`src/rtl/serial_cfg_lut_bank.sv`:
```
// Bank of NUM_LUTS registered lookup tables loaded through one serial shadow
// register; a frame is committed to the active table only if it is exactly TABLE_BITS long.
module serial_cfg_lut_bank #(
  parameter int IN_WIDTH  = 4,
  parameter int OUT_WIDTH = 4,
  parameter int NUM_LUTS  = 2
) (
  input  logic                          clk,
  input  logic                          rst_n,
  input  logic                          cfg_d,
  input  logic                          cfg_cs_n,
  output logic                          cfg_q,
  input  logic [NUM_LUTS*IN_WIDTH-1:0]  sel,
  output logic [NUM_LUTS*OUT_WIDTH-1:0] lut_out,
  output logic                          cfg_done,
  output logic                          cfg_err,
  output logic                          table_valid
);

  localparam int ENTRIES    = 2 ** IN_WIDTH;
  localparam int TABLE_BITS = NUM_LUTS * ENTRIES * OUT_WIDTH;
  localparam int CNT_W      = $clog2(TABLE_BITS + 2);

  localparam logic [CNT_W-1:0] CNT_ONE  = CNT_W'(1);
  localparam logic [CNT_W-1:0] CNT_FULL = CNT_W'(TABLE_BITS);
  localparam logic [CNT_W-1:0] CNT_SAT  = CNT_W'(TABLE_BITS + 1);

  typedef enum logic {
    IDLE  = 1'b0,
    SHIFT = 1'b1
  } state_e;

  state_e                        state_q, state_d;
  logic [TABLE_BITS-1:0]         shadow_q, shadow_d;
  logic [TABLE_BITS-1:0]         active_q, active_d;
  logic [CNT_W-1:0]              cnt_q, cnt_d;
  logic [NUM_LUTS*OUT_WIDTH-1:0] lut_out_q, lut_out_d;
  logic                          done_q, done_d;
  logic                          err_q, err_d;
  logic                          valid_q, valid_d;

  // NOTE: every variable gets a default at the top of a combinational block so
  // no path leaves it unassigned, which would otherwise infer a latch.
  always_comb begin
    state_d  = state_q;
    shadow_d = shadow_q;
    active_d = active_q;
    cnt_d    = cnt_q;
    done_d   = 1'b0;
    err_d    = err_q;
    valid_d  = valid_q;

    case (state_q)
      IDLE: begin
        if (!cfg_cs_n) begin
          shadow_d = {shadow_q[TABLE_BITS-2:0], cfg_d};
          cnt_d    = CNT_ONE;
          state_d  = SHIFT;
        end
      end
      SHIFT: begin
        if (!cfg_cs_n) begin
          shadow_d = {shadow_q[TABLE_BITS-2:0], cfg_d};
          // Saturating one past full keeps overrun frames distinguishable.
          if (cnt_q != CNT_SAT) cnt_d = cnt_q + CNT_ONE;
        end else begin
          state_d = IDLE;
          if (cnt_q == CNT_FULL) begin
            active_d = shadow_q;
            done_d   = 1'b1;
            err_d    = 1'b0;
            valid_d  = 1'b1;
          end else begin
            err_d = 1'b1;
          end
        end
      end
      default: state_d = IDLE;
    endcase
  end

  // Lookup reads the registered active table, so a commit edge still returns old data.
  always_comb begin
    lut_out_d = '0;
    for (int k = 0; k < NUM_LUTS; k++) begin
      lut_out_d[k*OUT_WIDTH +: OUT_WIDTH] =
        active_q[(k*ENTRIES + int'(sel[k*IN_WIDTH +: IN_WIDTH]))*OUT_WIDTH +: OUT_WIDTH];
    end
  end

  // NOTE: state registers use non-blocking assignments so all of them update
  // together from pre-edge values, independent of statement order.
  // NOTE: the active table is reset because lookups must return a defined 0 before the first commit.
  always_ff @(posedge clk or negedge rst_n) begin
    if (!rst_n) begin
      state_q   <= IDLE;
      shadow_q  <= '0;
      active_q  <= '0;
      cnt_q     <= '0;
      lut_out_q <= '0;
      done_q    <= 1'b0;
      err_q     <= 1'b0;
      valid_q   <= 1'b0;
    end else begin
      state_q   <= state_d;
      shadow_q  <= shadow_d;
      active_q  <= active_d;
      cnt_q     <= cnt_d;
      lut_out_q <= lut_out_d;
      done_q    <= done_d;
      err_q     <= err_d;
      valid_q   <= valid_d;
    end
  end

  assign cfg_q       = shadow_q[TABLE_BITS-1];
  assign lut_out     = lut_out_q;
  assign cfg_done    = done_q;
  assign cfg_err     = err_q;
  assign table_valid = valid_q;

endmodule
```
`config.mk`:
```
export PLATFORM = sky130hd
export DESIGN_NAME = serial_cfg_lut_bank
export DESIGN_NICKNAME = d
export VERILOG_FILES = /design/src/rtl/serial_cfg_lut_bank.sv
export SDC_FILE = /design/constraint.sdc
export NUM_CORES = 1
export LEC_CHECK = 0
export CELL_PAD_IN_SITES_DETAIL_PLACEMENT = 2
export CELL_PAD_IN_SITES_GLOBAL_PLACEMENT = 2
export CORE_AREA = 8 8 166 168
export DETAILED_ROUTE_END_ITERATION = 7
export DIE_AREA = 0 0 174 176
export GPL_ROUTABILITY_DRIVEN = 0
export PLACE_DENSITY = 0.86
export SLEW_MARGIN = 20
export SYNTH_ARGS = -nofsm -noshare
export SYNTH_HDL_FRONTEND = slang
export SYNTH_SLANG_ARGS = --single-unit
```
`constraint.sdc`:
```
create_clock -name clk -period 2.4 [get_ports clk]
set_input_delay 0.48 -clock clk [delete_from_list [all_inputs] [get_ports clk]]
set_output_delay 0.48 -clock clk [all_outputs]
set_load 0.05 [all_outputs]
```
==> flow_summary.toml, run 1 <==
[routing]
ant_nets = 0
via_count = 7159
routed_wl_um = 30500
drc_errors = 0
drtPass1Iterations = 6
wire_per_inst_um = 23.0
vias_per_cell = 5.39
detail_route.iter0.violations = 430

[synth]
yosysTopAreaCell = "dfrtp_1"
ys_ff_latch = 276
synth_area_leaders = "dfrtp_1 61%, nand2_1 13%, mux2_2 13%"
netlist_area_um2 = 11300
syn_nets = 973
synthDistinctLibCells = 32
synthDominantCellAreaShare_pct = 60.9
synth_area_per_cell_um2 = 11.8
ys_warn_count = 0
async_reset_ff_share_pct = 100
synth_edf_count = 0
syn_inst = 958
synth-seq-area-share_pct = 60.9
ys.flop_type = "dfrtp_1"

[placement]
dp_hpwl_um = 18900
portBuffers = 23
postPlaceCellArea_um2 = 11900

[cts]
root_buffer = "clkbuf_16"
cts.clk_slew.worst_paths_ns = 0.06
cts_buffer_depth = 3
cts_sinks = 276
clk_latency_ns = 0.56
tritoncts = "built"
h-tree-depth = 1
numCtsBuffers = 30

[critical_path]
cp_top_family = "buffers and inverters"
reg2reg_from = "state_q$_DFF_PN0_"
critical_path.slowest_cell = "clkdlybuf4s50_1"
reg2reg_setup_slack_ns = 0.38
startpoint_type = "flip-flop"
r2r_end = "active_q[7]$_DFFE_PN0P_"
path_cells = "clkdlybuf4s50_1"
arrival_ns = 1.79
worstSetupEndpointType = "output port"
rr_worst_depth = 5
required_ns = 1.92
cp_slowest_stage_delay_ns = 0.83
path_depth = 1
criticalPathCategory = "flip-flop to output port"
path_max_fanout = 1
path_buf_inv = 1

[worst_hold_path]
holdPathStages = 3
hp-start = "cfg_cs_n"
min_to = "cfg_err$_DFFE_PN0P_"
hold_path_class = "input pin to flip-flop"

[sta]
fmax_mhz = 440
relSlewSlack_pct = 50.5
finalSetupTns_ns = 0
period_minus_slack_ns = 2.27
hold_violations = 0
min_period_over_period_pct = 94.6
tightest_slew_ns = 0.742
skew_ns = 0.0189
rsz0062_at_grt = "false"
report.final.slew_viol_count = 0
setup_violations = 0

[flow_run]
drv_cap = 0

[global_routing]
grt_max_degree = 130
antenna_found_initial = 0
first_global_vias = 8421
grt_overflow = 0
grt_pass1_wl_um = 49900
track_usage_pct = 20.5

[die]
rows = 58
die-area_um2 = 30600
fp.dieW_um = 174
start_util_pct = 45.7
core_area_um2 = 24800
io_pins = 24
die_y_um = 176

[power_and_ir_drop]
ir_worst_vdd_v = 0.000524
power_leakage_nw = 6.66
power_density_nw_per_um2 = 817

[cells_and_area]
final_common_cell = "nand2_1"
nNetsFinal = 989
syn_to_final_growth_pct = 14.5
fin_area_um2 = 13000
final_cell_mix = "397 x nand2_1, 276 x dfrtp_1, 130 x mux2_2"
num_antenna_cells = 0
drive_gt1_share_pct = 23.1

[status]
status = "finished, final reports clean"
[power breakdown]
group	total (mW)	switching (mW)	internal, mW
Sequential	5.10	0.221	4.87
Clock	4.95	1.91	3.04
Combinational	0.567	0.288	0.280
Total	10.6	2.42	8.20
[area by class of cell]
type / count / area [µm²]
fill: 2394 / 11800
sequential: 276 / 6910
multi-input combinational: 626 / 4110
clock buffer: 47 / 956
timing repair buffer: 37 / 469
tap: 330 / 413
clock inverter: 8 / 124
inverter: 3 / 11.3
[cell families (layout without fill, tap and decap cells)]
group	after synthesis	in the layout	share of synthesized area, %
flip-flops	276	276	60.9
adder cells (fa/ha/maj)	3	3	0.331
multiplexers	162	162	19.3
AO/OA/AOI/OAI	24	24	1.46
AND/OR/NAND/NOR	437	437	15.2
buffers and inverters	56	95	2.88
[state kept, by name (all words and copies together), names as in the netlist]
signal	flops
cfg_done	1
cfg_err	1
state_q	1
lut_out	8
shadow_q	128
table_valid	1
cnt_q	8
active_q	128
[cell usage after synthesis (2+ instances only)]
| cell type | n |
|---|---|
| nand2_1 | 397 |
| dfrtp_1 | 276 |
| mux2_2 | 130 |
| mux4_2 | 32 |
| clkbuf_1 | 19 |
| nand3_1 | 19 |
| buf_2 | 17 |
| buf_6 | 11 |
| a22oi_1 | 8 |
| o21ai_0 | 7 |
| nor2_1 | 6 |
| nor2b_1 | 6 |
| buf_4 | 3 |
| ha_1 | 3 |
| inv_1 | 3 |
| a21oi_1 | 2 |
| and2_1 | 2 |
| buf_1 | 2 |
| nand2b_1 | 2 |
[metrics by stage]
step           worst slack (ns)  power, mW  hold slack (ns)  utilization (%)  cells
6_report                  0.129       10.6            0.226             52.3   1327
5_1_grt                  0.0838       11.0            0.223             52.3   1327
4_1_cts                  0.0880       10.7            0.207             52.3   1327
3_5_place_dp             0.0266       5.71            0.329             47.9   1271
3_3_place_gp              0.189       5.65            0.328             47.9   1271
2_1_floorplan             0.627       5.42            0.184                -    958
[per-layer routing]
| metal | wire length (µm) | up-vias | part of all wire [%] | global-route usage [%] |
|---|---|---|---|---|
| met4 | 689 | 0 | 2.3 | 5.70 |
| met5 | 0 | - | 0 | 0 |
| met2 | 16400 | 99 | 54 | 37.6 |
| met1 | 12600 | 3808 | 41 | 24.8 |
| li1 | - | 3204 | - | - |
| met3 | 903 | 48 | 3.0 | 2.97 |
[timing repair]
item,CTS,global route
hold buffers,1,0
setup buffers,0,0
endpoints found under the hold margin,14,0
setup endpoints to repair,0,0
gates resized for setup,0,0
[worst max path at each step]
| stage | start | to | slack, ns |
|---|---|---|---|
| 6_report | lut_out[6]$_DFF_PN0_ | lut_out[6] | 0.13 |
| 5_1_grt | lut_out[6]$_DFF_PN0_ | lut_out[6] | 0.08 |
| 4_1_cts | lut_out[6]$_DFF_PN0_ | lut_out[6] | 0.09 |
| 3_5_place_dp | sel[4] | lut_out[6]$_DFF_PN0_ | 0.03 |
| 3_3_place_gp | sel[0] | lut_out[3]$_DFF_PN0_ | 0.19 |
| 2_1_floorplan | sel[0] | lut_out[2]$_DFF_PN0_ | 0.63 |
No activity file was read; power rests on OpenSTA's default activity.
==> run 2: changes to the inputs <==
CELL_PAD_IN_SITES_DETAIL_PLACEMENT = default   (was 2)
CELL_PAD_IN_SITES_GLOBAL_PLACEMENT = default   (was 2)
CORE_AREA = 8 8 141 143   (was 8 8 166 168)
DIE_AREA = 0 0 149 151   (was 0 0 174 176)
PLACE_DENSITY = 0.85   (was 0.86)
==> run 2 against run 1 <==
Worst hold slack better by 0.17 ns. Wire length down 26%. Sequential power decreased by 0.8%. Global-route usage up 0.31 points. Largest cell class unchanged. Highest routed layer unchanged. Largest power group unchanged.
==> flow_summary.toml, run 2 (synthesis gave the netlist of run 1 again) <==
[routing]
vias_per_cell = 5.83
via_count = 7125
highest-signal-layer = "met4"
met2_length_um = 11100
drc_errors = 0
drtPass1Iterations = 4
ant_nets = 0
detail_route.iter0.violations = 561
wl_met1_um = 9790
routed_wl_um = 22600
wl_met3_um = 1010
wire_per_inst_um = 18.5

[critical_path]
path_cells = "clkdlybuf4s50_1"
required_ns = 1.92
cp_top_family = "buffers and inverters"
path_depth = 1
rr_worst_depth = 5
path_max_fanout = 2
worstSetupEndpointType = "output port"
arrival_ns = 1.77
criticalPathCategory = "flip-flop to output port"
startpoint_type = "flip-flop"
path_buf_inv = 1
cp_slowest_stage_delay_ns = 0.85
critical_path.slowest_cell = "clkdlybuf4s50_1"

[sta]
hold_violations = 0
relSlewSlack_pct = 62.1
min_period_over_period_pct = 93.7
hold_slack_ns = 0.392
period_minus_slack_ns = 2.25
setup_violations = 0
report.final.slew_viol_count = 0
tightest_slew_ns = 0.568
finalSetupTns_ns = 0
fmax_mhz = 444
skew_ns = 0.0121
rsz0062_at_grt = "false"
layout_setup_ws_ns = 0.150

[cts]
cts_sinks = 276
cts.clk_slew.worst_paths_ns = 0.06
root_buffer = "clkbuf_16"
numCtsBuffers = 27
h-tree-depth = 1
cts_setup_buffers = 0
clk_latency_ns = 0.52
cts_resized = 0
cts_buffer_depth = 3
cts_hold_buf = 1
tritoncts = "built"

[worst_hold_path]
hold_path_class = "input pin to flip-flop"
holdPathStages = 3

[cells_and_area]
final_cell_mix = "397 x nand2_1, 276 x dfrtp_1, 130 x mux2_2"
regArea_um2 = 6910
multi_input_area_um2 = 4110
final_common_cell = "nand2_1"
nNetsFinal = 989
syn_to_final_growth_pct = 12.1
num_antenna_cells = 0
fin_util_pct = 72.0
top_regs = "active_q (128), shadow_q (128)"
drive_gt1_share_pct = 22.7
fillers = 1085

[die]
fp.dieW_um = 149
rows = 49
start_util_pct = 64.2
die_y_um = 151
io_pins = 24
core_area_um2 = 17700
die-area_um2 = 22500

[power_and_ir_drop]
power_leakage_nw = 6.61
ir_worst_vdd_v = 0.000650
power_density_nw_per_um2 = 780

[global_routing]
antenna_found_initial = 0
first_global_vias = 7339
track_usage_pct = 20.8
grt_pass1_wl_um = 37800
grt_overflow = 0
grt_max_degree = 105

[placement]
dp_hpwl_um = 13800
portBuffers = 23
pre_cts_ws_ns = 0.219

[status]
status = "finished, final reports clean"

[flow_run]
drv_cap = 0
-- run 2: per-stage QoR --
| step | cell area [µm²] | std cells | power (mW) |
|---|---|---|---|
| after floorplan | 11300 | 958 | 5.42 |
| after global placement | 11800 | 1173 | 5.63 |
| after detailed placement | 11800 | 1173 | 5.66 |
| after CTS | 12700 | 1222 | 9.99 |
| after global routing | 12700 | 1222 | 10.3 |
| final | 12700 | 1222 | 9.91 |
-- run 2: area by class of cell --
type | count | share of cell area [%]
clock buffer | 40 | 6.33
timing repair buffer | 40 | 3.74
tap | 229 | 2.25
sequential | 276 | 54.4
multi-input combinational | 626 | 32.3
clock inverter | 8 | 0.906
inverter | 3 | 0.0886
-- run 2: power breakdown --
group          internal [mW]  total (mW)  switching [mW]
Combinational          0.278       0.531           0.254
Clock                   2.63        4.33            1.70
Sequential              4.87        5.06           0.183
-- run 2: worst paths after layout --
| kind | startpoint | to | slack [ns] |
|---|---|---|---|
| max | cfg_err$_DFFE_PN0P_ | cfg_err | 0.15 |
| min | cfg_cs_n | cnt_q[7]$_DFFE_PN0P_ | 0.39 |
| max reg2reg | state_q$_DFF_PN0_ | active_q[7]$_DFFE_PN0P_ | 0.44 |
| min reg2reg | active_q[95]$_DFFE_PN0P_ | active_q[95]$_DFFE_PN0P_ | 0.46 |
| max in group asynchronous | rst_n | active_q[42]$_DFFE_PN0P_ | 1.15 |
| min in group asynchronous | rst_n | shadow_q[108]$_DFFE_PN0N_ | 0.49 |
-- run 2: metal layers --
layer  vias to the layer above  GRT usage, %
met5                         -             0
met4                         0          7.47
met3                        52          3.41
met2                       168          33.5
li1                       3214             -
met1                      3691          28.4
==> run 3: changes to the inputs <==
ABC_CLOCK_PERIOD_IN_PS = 2400   (was default)
==> results of run 3 <==
The final DEF is identical to that of run 2; final timing and power are the same.
